==> config.mk <==
export PLATFORM = sky130hd
export DESIGN_NAME = sram_sp_ctrl
export DESIGN_NICKNAME = d
export VERILOG_FILES = /design/src/rtl/sram_sp_ctrl_pkg.sv /design/src/rtl/sram_sp_ctrl_rsp_fifo.sv /design/src/rtl/sram_sp_ctrl.sv
export SDC_FILE = /design/constraint.sdc
export NUM_CORES = 1
export LEC_CHECK = 0
export CAP_MARGIN = 30
export CORE_UTILIZATION = 54
export DETAILED_ROUTE_END_ITERATION = 6
export PLACE_DENSITY = 0.83
export SLEW_MARGIN = 20
export SYNTH_ARGS = -nofsm -noshare
export SYNTH_HDL_FRONTEND = slang
export SYNTH_SLANG_ARGS = --single-unit
export TNS_END_PERCENT = 1
==> constraint.sdc <==
create_clock -name clk -period 9.5 [get_ports clk]
set_clock_uncertainty 0.15 [all_clocks]
set_input_delay 0.95 -clock clk [delete_from_list [all_inputs] [get_ports clk]]
set_output_delay 0.95 -clock clk [all_outputs]
set_load 0.05 [all_outputs]
==> src/rtl/sram_sp_ctrl_pkg.sv <==
// sram_sp_ctrl_pkg: shared definitions for the single-port SRAM controller.
// State encodings, legal read-latency range and the log2 helper used to size
// address and counter widths.
package sram_sp_ctrl_pkg;

   typedef enum logic [0:0] {
      ST_INIT = 1'b0,
      ST_RUN  = 1'b1
   } state_t;

   localparam int RD_LAT_MIN = 1;
   localparam int RD_LAT_MAX = 2;

   // Ceiling log2 of a positive value (1 -> 0, 2 -> 1, 256 -> 8).
   function automatic int func_log2(input int value);
      int r;
      r = 0;
      for (int i = 0; i < 31; i++) begin
         if ((32'd1 << i) < 32'(value)) begin
            r = i + 1;
         end else begin
            r = r;
         end
      end
      return r;
   endfunction

endpackage

==> src/rtl/sram_sp_ctrl_rsp_fifo.sv <==
// sram_sp_ctrl_rsp_fifo: synchronous first-word-fall-through FIFO.
// The head entry is visible on o_head_dat whenever o_empty is low. Push and pop
// may happen in the same cycle at any occupancy, including full. The storage is
// cleared by reset so the head output reads zero after rst.
module sram_sp_ctrl_rsp_fifo
   import sram_sp_ctrl_pkg::*;
#(
   parameter  int DEPTH   = 4,
   parameter  int DATA_WD = 32,
   localparam int AW      = func_log2(DEPTH),
   localparam int CW      = AW + 1
) (
   input  logic               clk,
   input  logic               rst,
   input  logic               i_push,
   input  logic [DATA_WD-1:0] i_push_dat,
   input  logic               i_pop,
   output logic [DATA_WD-1:0] o_head_dat,
   output logic [CW-1:0]      o_count,
   output logic               o_full,
   output logic               o_empty
);

   logic [DATA_WD-1:0] r_mem [DEPTH];
   logic [AW-1:0]      r_wr_ptr;
   logic [AW-1:0]      r_rd_ptr;
   logic [CW-1:0]      r_count;
   logic               w_do_push;
   logic               w_do_pop;

   // Qualify push/pop against occupancy; a pop frees the slot a full push needs.
   always_comb begin
      o_full     = (r_count == CW'(DEPTH));
      o_empty    = (r_count == '0);
      o_count    = r_count;
      o_head_dat = r_mem[r_rd_ptr];
      w_do_pop   = i_pop & ~o_empty;
      w_do_push  = i_push & (~o_full | w_do_pop);
   end

   // Storage, pointers and occupancy counter.
   always_ff @(posedge clk) begin
      if (rst) begin
         for (int i = 0; i < DEPTH; i++) begin
            r_mem[i] <= '0;
         end
         r_wr_ptr <= '0;
         r_rd_ptr <= '0;
         r_count  <= '0;
      end else begin
         if (w_do_push) begin
            r_mem[r_wr_ptr] <= i_push_dat;
            r_wr_ptr        <= r_wr_ptr + AW'(1);
         end else begin
            r_wr_ptr <= r_wr_ptr;
         end
         if (w_do_pop) begin
            r_rd_ptr <= r_rd_ptr + AW'(1);
         end else begin
            r_rd_ptr <= r_rd_ptr;
         end
         case ({w_do_push, w_do_pop})
            2'b10:   r_count <= r_count + CW'(1);
            2'b01:   r_count <= r_count - CW'(1);
            default: r_count <= r_count;
         endcase
      end
   end

endmodule

==> src/rtl/sram_sp_ctrl.sv <==
// sram_sp_ctrl: initiator-side controller for a single-port SRAM macro.
// Turns a valid/ready request stream into one SRAM access per cycle and
// buffers read returns in a response FIFO. Reads are credit-gated so every
// word the SRAM returns already owns a FIFO slot.
// Optional build macro SRAM_SP_CTRL_INIT_EN: after reset, zero-fill every
// SRAM word (one per cycle) before accepting requests.
module sram_sp_ctrl
   import sram_sp_ctrl_pkg::*;
#(
   parameter  int SIZE      = 256,
   parameter  int DATA_WD   = 32,
   parameter  int RD_LAT    = 1,
   parameter  int RSP_DEPTH = 4,
   localparam int SIZE_WD   = func_log2(SIZE)
) (
   input  logic               clk,
   input  logic               rst,
   input  logic               req_val_i,
   output logic               req_rdy_o,
   input  logic               req_wr_i,
   input  logic [SIZE_WD-1:0] req_adr_i,
   input  logic [DATA_WD-1:0] req_dat_i,
   output logic               rsp_val_o,
   input  logic               rsp_rdy_i,
   output logic [DATA_WD-1:0] rsp_dat_o,
   output logic               init_done_o,
   output logic               ovf_err_o,
   output logic [SIZE_WD-1:0] sram_adr_o,
   output logic               sram_wr_val_o,
   output logic [DATA_WD-1:0] sram_wr_dat_o,
   output logic               sram_rd_val_o,
   input  logic               sram_rd_val_i,
   input  logic [DATA_WD-1:0] sram_rd_dat_i
);

   localparam int          CW         = func_log2(RSP_DEPTH) + 1;
   localparam logic [CW:0] CREDIT_MAX = (CW + 1)'(RSP_DEPTH);
   // An unsupported read latency keeps the request port closed.
   localparam bit          RD_LAT_OK  = (RD_LAT >= RD_LAT_MIN) && (RD_LAT <= RD_LAT_MAX);

`ifdef SRAM_SP_CTRL_INIT_EN
   localparam state_t ST_RESET = ST_INIT;
`else
   localparam state_t ST_RESET = ST_RUN;
`endif

   state_t             r_state;
   logic               r_init_done;
   logic               r_ovf_err;
   logic [CW-1:0]      r_inflight;
   logic [CW-1:0]      w_inflight_nxt;
   logic [CW:0]        w_credit_sum;
   logic               w_fire;
   logic               w_rd_issue;
   logic               w_push;
   logic               w_pop;
   logic               w_ovf;
   logic               w_init_wr;
   logic [SIZE_WD-1:0] w_init_adr;
   logic [CW-1:0]      w_fifo_cnt;
   logic               w_fifo_full;
   logic               w_fifo_empty;

`ifdef SRAM_SP_CTRL_INIT_EN
   logic [SIZE_WD-1:0] r_init_cnt;

   // Zero-fill sweep address; suppressed while reset is held.
   always_comb begin
      w_init_wr  = (r_state == ST_INIT) & ~rst;
      w_init_adr = r_init_cnt;
   end
`else
   // No zero-fill sweep in this build.
   always_comb begin
      w_init_wr  = 1'b0;
      w_init_adr = '0;
   end
`endif

   // Credit check, request handshake and response-side push/pop/overflow.
   always_comb begin
      w_credit_sum = {1'b0, r_inflight} + {1'b0, w_fifo_cnt};
      req_rdy_o    = r_init_done & (r_state == ST_RUN) & RD_LAT_OK & (w_credit_sum < CREDIT_MAX);
      w_fire       = req_val_i & req_rdy_o;
      w_rd_issue   = w_fire & ~req_wr_i;
      rsp_val_o    = ~w_fifo_empty;
      w_pop        = rsp_val_o & rsp_rdy_i;
      w_ovf        = sram_rd_val_i & ((w_fifo_full & ~w_pop) | (r_inflight == '0));
      w_push       = sram_rd_val_i & ~w_ovf;
      init_done_o  = r_init_done;
      ovf_err_o    = r_ovf_err;
   end

   // SRAM port drive: the accepted request, else the zero-fill sweep, else idle.
   always_comb begin
      sram_adr_o    = '0;
      sram_wr_val_o = 1'b0;
      sram_wr_dat_o = '0;
      sram_rd_val_o = 1'b0;
      if (w_fire) begin
         sram_adr_o    = req_adr_i;
         sram_wr_val_o = req_wr_i;
         sram_wr_dat_o = req_wr_i ? req_dat_i : '0;
         sram_rd_val_o = ~req_wr_i;
      end else begin
         sram_adr_o    = w_init_adr;
         sram_wr_val_o = w_init_wr;
      end
   end

   // Outstanding-read count: +1 on issue, -1 on return (never below zero).
   always_comb begin
      w_inflight_nxt = r_inflight;
      case ({w_rd_issue, sram_rd_val_i})
         2'b10: w_inflight_nxt = r_inflight + CW'(1);
         2'b01: begin
            if (r_inflight != '0) begin
               w_inflight_nxt = r_inflight - CW'(1);
            end else begin
               w_inflight_nxt = r_inflight;
            end
         end
         default: w_inflight_nxt = r_inflight;
      endcase
   end

   // Controller FSM, sticky overflow flag and in-flight counter.
   always_ff @(posedge clk) begin
      if (rst) begin
         r_state     <= ST_RESET;
         r_init_done <= 1'b0;
         r_ovf_err   <= 1'b0;
         r_inflight  <= '0;
`ifdef SRAM_SP_CTRL_INIT_EN
         r_init_cnt  <= '0;
`endif
      end else begin
         case (r_state)
            ST_INIT: begin
`ifdef SRAM_SP_CTRL_INIT_EN
               r_init_cnt <= r_init_cnt + SIZE_WD'(1);
               if (r_init_cnt == SIZE_WD'(SIZE - 1)) begin
                  r_state <= ST_RUN;
               end else begin
                  r_state <= ST_INIT;
               end
`else
               r_state <= ST_RUN;
`endif
            end
            ST_RUN:  r_state <= ST_RUN;
            default: r_state <= ST_RUN;
         endcase
         r_init_done <= (r_state == ST_RUN);
         r_ovf_err   <= r_ovf_err | w_ovf;
         r_inflight  <= w_inflight_nxt;
      end
   end

   sram_sp_ctrl_rsp_fifo #(
      .DEPTH   (RSP_DEPTH),
      .DATA_WD (DATA_WD)
   ) u_rsp_fifo (
      .clk        (clk),
      .rst        (rst),
      .i_push     (w_push),
      .i_push_dat (sram_rd_dat_i),
      .i_pop      (w_pop),
      .o_head_dat (rsp_dat_o),
      .o_count    (w_fifo_cnt),
      .o_full     (w_fifo_full),
      .o_empty    (w_fifo_empty)
   );

endmodule

== Yosys cells after proc, flatten, opt, wreduce, memory -nomap -nowiden ==
Memories as Yosys holds them, arrays and structs flattened. A register that Yosys moved wholly into a read port is not among the register bits.
Index checks and enable logic that the tools add are counted.

* $add $sub $neg: 7
* $lt $le $gt $ge: 1
* Equality and inequality tests: 6
* Multiplexer cells: 18
* Bitwise logic cells: 17
* Reductions and logical operators: 7

{| class="wikitable"
|+ Operator list
! kind !! number
|-
| 2-to-1 mux 32 bit || 3
|-
| OR reduction 32 bit || 1
|-
| case mux 3 bit (2 select lines) || 2
|-
| bitwise AND 1 bit || 9
|-
| 2-to-1 mux 1 bit || 8
|-
| 2-to-1 mux 8 bit || 1
|-
| adder 3 x 1 -> 3 bit (second input constant) || 2
|-
| logical NOT 3 bit || 2
|-
| 2-to-1 mux 2 bit || 3
|-
| subtractor 3 x 1 -> 3 bit (second input constant) || 2
|-
| inverter 1 bit || 5
|-
| adder 2 x 1 -> 2 bit (second input constant) || 2
|-
| adder 3 x 3 -> 4 bit || 1
|-
| == test 2 x 1 -> 1 bit (second input constant) || 2
|-
| == test 2 bit (second input constant) || 2
|-
| < comparator 4 x 3 -> 1 bit (second input constant) || 1
|-
| nonzero test 2 bit || 2
|-
| == test 3 bit (second input constant) || 1
|-
| 2-to-1 mux 3 bit || 1
|-
| bitwise OR 1 bit || 3
|-
| nonzero test 3 bit || 1
|-
| inequality test 2 bit (second input constant) || 1
|-
| AND reduction 2 bit || 1
|}

* Bits in registers: 12
* Memory bits (writable): 128
* Output and inout bits: 78
* Word-level logic and storage cells: 63
* Memories kept: 1

{| class="wikitable"
|+ Memory list
! name !! depth !! width !! read ports !! clocked after memory_dff !! wr ports !! line !! source
|-
| u_rsp_fifo.r_mem || 4 || 32 || 1 || 1 || 4 || sram_sp_ctrl_rsp_fifo.sv:24 || <nowiki>logic [DATA_WD-1:0] r_mem [DEPTH];</nowiki>
|}

== Logic depth before layout (Yosys ltp) ==
* Word-level depth: 15
* Depth in mapped cells: 9

== Cells and area by module ==
A second synthesis with hierarchy kept.

* Cells, all modules: 457
* Area total of the unflattened synthesis: 6705.2 sq um

{| class="wikitable"
|+ Modules (own cells, without submodules)
! module !! times used !! cells an instance !! area each (sq um) !! seq. area each (sq um)
|-
| sram_sp_ctrl_rsp_fifo || 1 || 365 || 6044.5 || 4023.9
|-
| sram_sp_ctrl || 1 || 92 || 660.6 || 100.1
|}

== Least setup slack after synthesis ==
No wires, ideal clock.

* Path type: input to register
* From: input sram_rd_val_i
* To: memory u_rsp_fifo.r_mem[2][0] (enable)
* Setup time: 470 ps
* Arrival: 3834 ps
* Required time: 8880 ps
* Slack: 5046 ps
* Stages on the path: 3
* Buffers on the path: 1
* Cells stage by stage: clkbuf_1 -> nand3_1 -> o31ai_1

{| class="wikitable"
|+ RTL lines
! what !! line !! source
|-
| start: declaration || sram_sp_ctrl.sv:32 || <nowiki>input logic sram_rd_val_i,</nowiki>
|-
| end: declaration || sram_sp_ctrl_rsp_fifo.sv:24 ||
|}

== Worst setup path in the final report ==
* From: register u_rsp_fifo.r_count[2] (netlist: u_rsp_fifo.o_count[2])
* To: output sram_wr_dat_o[7]

* Cells in the longest elaborated chain, start to end: 5

{| class="wikitable"
|+ Ends and longest elaborated chain
! what !! line !! source
|-
| start: declaration || sram_sp_ctrl_rsp_fifo.sv:27 || <nowiki>logic [CW-1:0] r_count;</nowiki>
|-
| start signal: assignment || sram_sp_ctrl_rsp_fifo.sv:63 || <nowiki>2'b10: r_count <= r_count + CW'(1);</nowiki>
|-
| start signal: assignment || sram_sp_ctrl_rsp_fifo.sv:64 || <nowiki>2'b01: r_count <= r_count - CW'(1);</nowiki>
|-
| start signal: assignment || sram_sp_ctrl_rsp_fifo.sv:65 || <nowiki>default: r_count <= r_count;</nowiki>
|-
| adder 3 x 3 -> 4 bit || sram_sp_ctrl.sv:82 || <nowiki>w_credit_sum = {1'b0, r_inflight} + {1'b0, w_fifo_cnt};</nowiki>
|-
| < comparator 4 x 3 -> 1 bit || sram_sp_ctrl.sv:83 || <nowiki>req_rdy_o = r_init_done & (r_state == ST_RUN) & RD_LAT_OK & (w_credit_sum < CREDIT_MAX);</nowiki>
|-
| bitwise AND 1 bit || sram_sp_ctrl.sv:83 ||
|-
| bitwise AND 1 bit || sram_sp_ctrl.sv:84 || <nowiki>w_fire = req_val_i & req_rdy_o;</nowiki>
|-
| 2-to-1 mux 32 bit || sram_sp_ctrl.sv:100 || <nowiki>if (w_fire) begin</nowiki>
|-
| end: declaration || sram_sp_ctrl.sv:30 || <nowiki>output logic [DATA_WD-1:0] sram_wr_dat_o,</nowiki>
|}

Every way passes these cells.

==> metrics.txt <==
outcome complete, but fails checks; failing checks DRC; placed insts 721; 1st-pass router iterations 6; # clock sinks approximately 140; I/O pins 156; met1 usage in global routing about 29%; data required time of the worst path 8400 ps; RePlAce Congestion roughly 0.8; CP endpoint kind output pin; area of the multi-input gates about 2300 um^2; capture point of the worst reg-to-reg path r_inflight[1]; Critical Path Sink sram_wr_dat_o[7]; Fmax 223.6 MHz; Mapped Area 6534 um^2; Via Count 4198; maximum root-to-sink buffer count 2; final hold slack 337.7 ps; Tcrit/Tclk final 47.08%; setup slack, reg-to-reg 6460 ps; flops & latches, synth 142; Synth Area per Inst 14.68 um^2; worst path arrival time between 3000 and 4000 ps; largest net degree at the start of global routing 42; GRT Overall Usage 25.47%; fillers 720; later-pin clock latency in the skew report ~420 ps; final net count 681; busiest grt layer met2; initial DRC count 289; IO Port Bufs 155; Final Hold Violating Endpoints 0; worst vdd ir between 0.1 and 0.15 mV; hold buffers post-CTS 0; met2 usage 46.34%; Syn Nets 528; register area 4126 um^2; Setup WS pre-CTS ~5100 ps; Startpoint Class flip-flop; ANT cells 0; Max-slew headroom 39.31%; Crit Path Class reg2out; Area Overhead vs Synth 36.00%; maxcap violations 0; Setup Viol. Count Final 0; CTS tree yes; synthesized instance count around 450; initial antenna violation count 0; register area share after synthesis between 60 and 70%; global-route track usage on met3 8.274%; Post-CTS Setup Inserts 0; placed wire-length estimate 9426 um; unrepaired setup endpoints after global routing false; placed cell area 8282 um^2; Critical path origin u_rsp_fifo.o_count[2]; share of cells above drive strength 1 13.58%; Fin Setup TNS 0 ps; Die Width 112 um; final instance area roughly 8900 um^2; initial core utilization a little under three fifths; Num CTS Buffers 17; Remaining DRCs 7; Hold Crit Depth 2; die area approximately 13000 um^2; Worst-path clk slew 60 ps; Core ar. 11610 um^2; Post-DRT Antenna Nets 0; Synth top area share 58.83%; Final Non-Filler Cells 754; slack of the critical path 5027 ps; total global routing overflow 0; Hold Path Class reg2reg; dominant cells by area after synthesis edfxtp_1 59%, and2_1 13%, mux4_2 11%; first-pass GRT wire length around 24000 um; yosys warns 0; FF-to-FF Start u_rsp_fifo.o_count[2]; Yosys cell types 34; CP Max Fanout 29; vias in the first global route between 4000 and 5000; Reg2Reg Depth 8; Tmin final about 4500 ps; CTS root buf clkbuf_16; Via density 5.568; Leakage 3.349 nW; FP Rows 39; WL/cell ~20 um; Worst-Margin Slew 910.4 ps; Max Slew Vio Count 0; Power Density 247.9 nW/um^2; post_cts resized 0; H-tree depth 4; area leader, netlist edfxtp_1; Die Y between 100 and 150 um; total wire length 14710 um
## state kept, by name, summed over array words and instances (netlist names), named ones only
register,flops
u_rsp_fifo.r_mem,128
r_inflight,3
u_rsp_fifo.o_count,3
u_rsp_fifo.r_rd_ptr,2
u_rsp_fifo.r_wr_ptr,2
init_done_o,1
ovf_err_o,1
## per-layer routing
| layer | vias to the layer above | part of all wire (%) |
|---|---|---|
| li1 | 1928 | - |
| met3 | 15 | 7.3 |
| met4 | 0 | 1.1 |
| met5 | - | 0 |
| met1 | 2093 | 38 |
| met2 | 162 | 53 |
## worst max-delay path, stage by stage, from the launching register on
cell and delay [ps]:
dfxtp_1 410, ha_1 260, or4b_4 550, nor2_1 150, and2_1 360, buf_8 220
and3_1 190, clkdlybuf4s50_1 810
## worst min path at each step
stage | start | to | slack, ps
floorplan | u_rsp_fifo.r_rd_ptr[1] | flip-flop | 330
global placement | ovf_err_o | ovf_err_o | 300
detailed placement | ovf_err_o | ovf_err_o | 310
CTS | ovf_err_o | ovf_err_o | 340
global route | ovf_err_o | ovf_err_o | 400
finish | ovf_err_o | ovf_err_o | 340
## per-stage QoR
stage,total power [mW],util (%)
after global routing,2.286,76.51
final,2.203,76.51
after CTS,2.211,76.38
after detailed placement,1.555,71.31
after global placement,1.532,70.94
after floorplan,1.316,-
## placed cells by master (no fill, tap or decap), types with 6 or more instances in the layout
cell             Yosys  final
mux4_2              32     32
nor2_1              15     15
clkdlybuf4s50_1      0    155
clkbuf_16            0     17
and2_1             138    138
and3_1              35     35
dfxtp_1             14     12
inv_1                7      7
edfxtp_1           128    128
buf_4                0      6
## cells in the mapped netlist
cell and count:
a211o_1 1, a21oi_1 3, and2_1 138, and3_1 35, and4_1 2, buf_1 1
buf_2 5, clkbuf_1 24, dfxtp_1 14, edfxtp_1 128, fa_1 2, ha_1 3
inv_1 7, mux2_1 2, mux2i_1 3, mux4_2 32, nand2_1 3, nand2b_1 1
nand3_1 1, nand3b_1 1, nand4_1 1, nor2_1 15, nor2b_1 1, nor3b_1 3
nor4b_1 1, nor4b_4 1, o21ai_0 3, o31a_1 1, o31ai_1 1, or2_2 1
or3_1 3, or4b_4 2, xnor2_1 2, xor2_1 4
## report_power, final
group | total, mW | switching, mW | internal, mW | leakage (nW)
logic | 0.730 | 0.438 | 0.292 | 1.63
clock network | 0.659 | 0.268 | 0.391 | 0.279
registers | 0.814 | 0.0432 | 0.771 | 1.44
total | 2.20 | 0.749 | 1.45 | 3.35
## area by class of cell
class,instances,share of cell area (%)
clock inverter,14,1.802
timing repair buffer,164,18.61
clock buffer,18,4.830
sequential,142,46.44
multi-input combinational,266,26.01
tap,143,2.014
inverter,7,0.2957
## logic make-up after synthesis
kind of cell	share of synthesized area, %
flops	63.12
simple gates	19.99
buf+inv	2.221
xor+xnor	0.8043
mux	11.83
fa+ha+maj	1.187
compound gates	0.8425
No activity file was read; power rests on OpenSTA's default activity.
